--- src/rtl/rr_arbiter4.sv ---
// rr_arbiter4: 4-way round-robin arbiter with registered grant; define ARB_TIMEOUT_EN to bound grants to HOLD_MAX cycles
module rr_arbiter4 #(
    parameter int HOLD_MAX = 8
) (
    input  logic       clk,
    input  logic       rst_n,
    input  logic [3:0] req,
    input  logic       done,
    output logic [3:0] gnt,
    output logic [1:0] gnt_idx,
    output logic       gnt_vld,
    output logic       timeout
);
    typedef enum logic {IDLE, GRANT} state_t;
    state_t state, state_nx;
    logic [1:0] ptr, ptr_nx, idx_nx, pick;
    logic [3:0] gnt_nx;
    logic vld_nx, rel, expire;
    assign rel = done || !req[gnt_idx];
    always_comb begin
        pick = ptr;
        for (int i = 3; i >= 0; i--)
            if (req[ptr + 2'(i)]) pick = ptr + 2'(i);
    end
    always_comb begin
        state_nx = state;
        ptr_nx   = ptr;
        gnt_nx   = gnt;
        idx_nx   = gnt_idx;
        vld_nx   = gnt_vld;
        if (state == IDLE && req != 4'b0000) begin
            state_nx = GRANT;
            idx_nx   = pick;
            gnt_nx   = 4'b0001 << pick;
            vld_nx   = 1'b1;
        end else if (state == GRANT && (rel || expire)) begin
            state_nx = IDLE;
            gnt_nx   = 4'b0000;
            vld_nx   = 1'b0;
            ptr_nx   = gnt_idx + 2'd1;
        end
    end
    always_ff @(posedge clk or negedge rst_n) begin
        if (!rst_n) begin
            state   <= IDLE;
            ptr     <= 2'd0;
            gnt     <= 4'b0000;
            gnt_idx <= 2'd0;
            gnt_vld <= 1'b0;
        end else begin
            state   <= state_nx;
            ptr     <= ptr_nx;
            gnt     <= gnt_nx;
            gnt_idx <= idx_nx;
            gnt_vld <= vld_nx;
        end
    end
`ifdef ARB_TIMEOUT_EN
    logic [7:0] cnt;
    assign expire = state == GRANT && cnt == 8'(HOLD_MAX);
    // a normal release on the expiry edge wins, so timeout only marks forced releases
    always_ff @(posedge clk or negedge rst_n) begin
        if (!rst_n) begin
            cnt     <= 8'd0;
            timeout <= 1'b0;
        end else begin
            cnt     <= state_nx == GRANT ? (state == GRANT ? cnt + 8'd1 : 8'd1) : 8'd0;
            timeout <= expire && !rel;
        end
    end
`else
    assign expire  = 1'b0;
    assign timeout = 1'b0;
`endif
endmodule

--- config.mk ---
export PLATFORM = sky130hd
export DESIGN_NAME = rr_arbiter4
export DESIGN_NICKNAME = d
export VERILOG_FILES = /design/src/rtl/rr_arbiter4.sv
export SDC_FILE = /design/constraint.sdc
export NUM_CORES = 1
export LEC_CHECK = 0
export ABC_AREA = 1
export CAP_MARGIN = 25
export CORE_MARGIN = 2
export CORE_UTILIZATION = 50
export CTS_BUF_LIST = sky130_fd_sc_hd__clkbuf_8
export DETAILED_ROUTE_END_ITERATION = 10
export HOLD_SLACK_MARGIN = 0.08
export PLACE_DENSITY = 0.85
export SLEW_MARGIN = 10
export SYNTH_ARGS = -nofsm -noshare
export SYNTH_HDL_FRONTEND = slang
export SYNTH_SLANG_ARGS = --single-unit
--- constraint.sdc ---
create_clock -name clk -period 1.5 [get_ports clk]
set_input_delay 0.15 -clock clk [delete_from_list [all_inputs] [get_ports clk]]
set_output_delay 0.15 -clock clk [all_outputs]
set_load 0.02 [all_outputs]
==> flow_metrics.tcl <==
set metrics [dict create \
    critPathMaxStageDelay_ps 650 \
    cts_root_buf "clkbuf_8" \
    layoutNonFillerInstCount 137 \
    core_um2 1270 \
    syn_nets 105 \
    cp_data_arrival_time_ps 1310 \
    synth_ff_type "dfrtp_1" \
    synth_warnings 0 \
    initial_utilization_pct 52.2 \
    totalWireLength_um 1650 \
    ys_seq_elements 9 \
    layout_common_cells "34 x nand2_1, 15 x nand2_2, 12 x clkdlybuf4s50_1" \
    drt_iter0_drc 7 \
    dpl-instance-area_um2 815 \
    post_drt_wl_per_cell_um 12.0 \
    holdBufCountCts 0 \
    netlist_instances 98 \
    port_buffers 13 \
    diodes 0 \
    htreeDepth 1 \
    die_h_um 40.4 \
    leakagePower_nw 0.497 \
    dr_total_vias 687 \
    hold_path_class "in -> async" \
    fillers 98 \
    worstPathCellList "clkdlybuf4s50_1" \
    p_per_area_nw_per_um2 2430 \
    synth_edf_count 0 \
    die_width_um 40.4 \
    final_common_cell "nand2_1" \
    path_delay_family "buffers and inverters" \
    clock_latency_ps 230 \
    synth.avg_cell_area_um2 6.75 \
    post-route-min-period_ps 1460 \
    overflow 0 \
    end_kind "primary output" \
    drv_slew 0 \
    gp_congestion 0.770 \
    path_buf_inv 1 \
    vdd_drop_max_mv 1.65 \
    antenna_left 0 \
    critPathKind "reg -> out" \
    clk_pin_slew_ps 40 \
    numCtsBuffers 3 \
    stdcell_area_um2 937 \
    pin_count 15 \
    grt_pass1_vias 575 \
    clock_skew_ps 0.271 \
    start_kind "register" \
    fin_util_pct 73.9 \
    place_inst 127 \
    drive_gt1_share_pct 31.1 \
    grt_usage_pct 22.5 \
    grt_antenna_before_repair 0 \
    cts.sinks 9 \
    finalPower_mw 2.28 \
    outcome "finished, final reports clean" \
    viasPerCell 5.01 \
    die_area_um2 1630 \
    final_nets 130 \
    setup_violations 0 \
    synth_area_um2 662 \
    hold_viol 0 \
    clock_path_buffers 2 \
    grt_max_degree 10 \
    async_reset_ff_share_pct 100 \
    max_freq_ghz 0.686 \
    ys_types 21 \
    ys_seq_area_share_pct 34.0 \
    drtPass1Iterations 3 \
    areaGrowthSynthToFinish_pct 41.6 \
    drv_cap 0 \
    cts_tree "done" \
    crit_fanout 4 \
    drc 0 \
    dp_hpwl_um 1110 \
    rows 13 \
    worstPathRequired_ps 1350 \
    grt_pass1_wl_um 2320 \
    fin_crit_sh_pct 97.2 \
    cp_slowest_cell "clkdlybuf4s50_1" \
]
==> state kept, by name, indices dropped and copies added, names as in the netlist <==
signal / flops
ptr: 2
gnt: 4
gnt_idx: 2
state: 1
==> metal layers <==
metal  track usage (%)  up-vias  routed length, um
met5                 0        -                  0
met4              15.0        0                 55
met3              5.00        6                 49
met2              34.9       12                798
met1              27.4      315                742
li1                  -      354                  -
==> path summary, 6_finish.rpt <==
path	startpoint	to	slack, ps	depth (start not counted)
hold reg to reg	gnt[0]	gnt[0]	480	2
setup / recovery	gnt_idx[1]	gnt_idx[1]	40	1
max in group asynchronous	rst_n	ptr[1]	990	1
min in group clk	gnt[0]	gnt[0]	480	2
hold / removal	rst_n	gnt_idx[1]	210	1
setup reg to reg	ptr[0]	gnt_idx[1]	90	11
==> cells by family after synthesis <==
| group | Yosys count | synth area share [%] |
|---|---|---|
| AO/OA/AOI/OAI | 12 | 12.7 |
| XOR/XNOR | 1 | 1.32 |
| buffers and inverters | 15 | 11.0 |
| flip-flops | 9 | 34.0 |
| other | 1 | 0.567 |
| AND/OR/NAND/NOR | 60 | 40.5 |
==> synth_stat cells (2+ instances only) <==
cell      n  area share [%]
nand2_1  40              23
inv_1    10             5.7
dfrtp_1   9              34
nand2_2   9             8.5
nand3_1   7             5.3
o21ai_0   4             3.0
a21oi_1   2             1.5
inv_2     2             1.1
nand4_1   2             1.9
o21ai_1   2             1.5
==> stage by stage <==
step / TNS [ps] / hold WS, ps / setup slack [ps]
final: 0 / 209 / 42.0
after floorplan: 0 / -146 / 205
after global routing: -12.8 / 249 / -10.3
after global placement: -250 / 458 / -50.7
after detailed placement: -508 / 464 / -90.2
after CTS: 0 / 223 / 36.9
==> timing repair <==
| action | CTS | global route |
|---|---|---|
| cloned | 0 | 0 |
| resized for setup | 2 | 14 |
| setup endpoints to repair | 4 | 5 |
| setup buffers | 0 | 6 |
| endpoints found under the hold margin | 0 | 0 |
==> layout make-up <==
class,count,area (um^2),share of cell area [%]
Multi-Input combinational cell,74,389,41.5
Sequential cell,9,228,24.3
Clock buffer,3,41.3,4.41
Timing Repair Buffer,22,200,21.4
Inverter,13,56.3,6.01
Clock inverter,1,3.75,0.401
Tap cell,15,18.8,2.00
==> worst reg2reg max path, stage by stage, from the launching register on <==
cell and delay [ps]:
dfrtp_2 440, clkinv_4 110, nand2_2 80, nand2_1 80
nand2_2 80, nand2_2 50, nor2_1 80, nand2_1 80
nand2_1 80, nand2_2 70, nand2_1 60, o21ai_0 80
==> report_power, final <==
group | switching (mW) | internal, mW
Sequential | 0.156 | 0.356
Clock | 0.0918 | 0.178
Combinational | 0.859 | 0.635
Power figures use the tool's default switching activity.
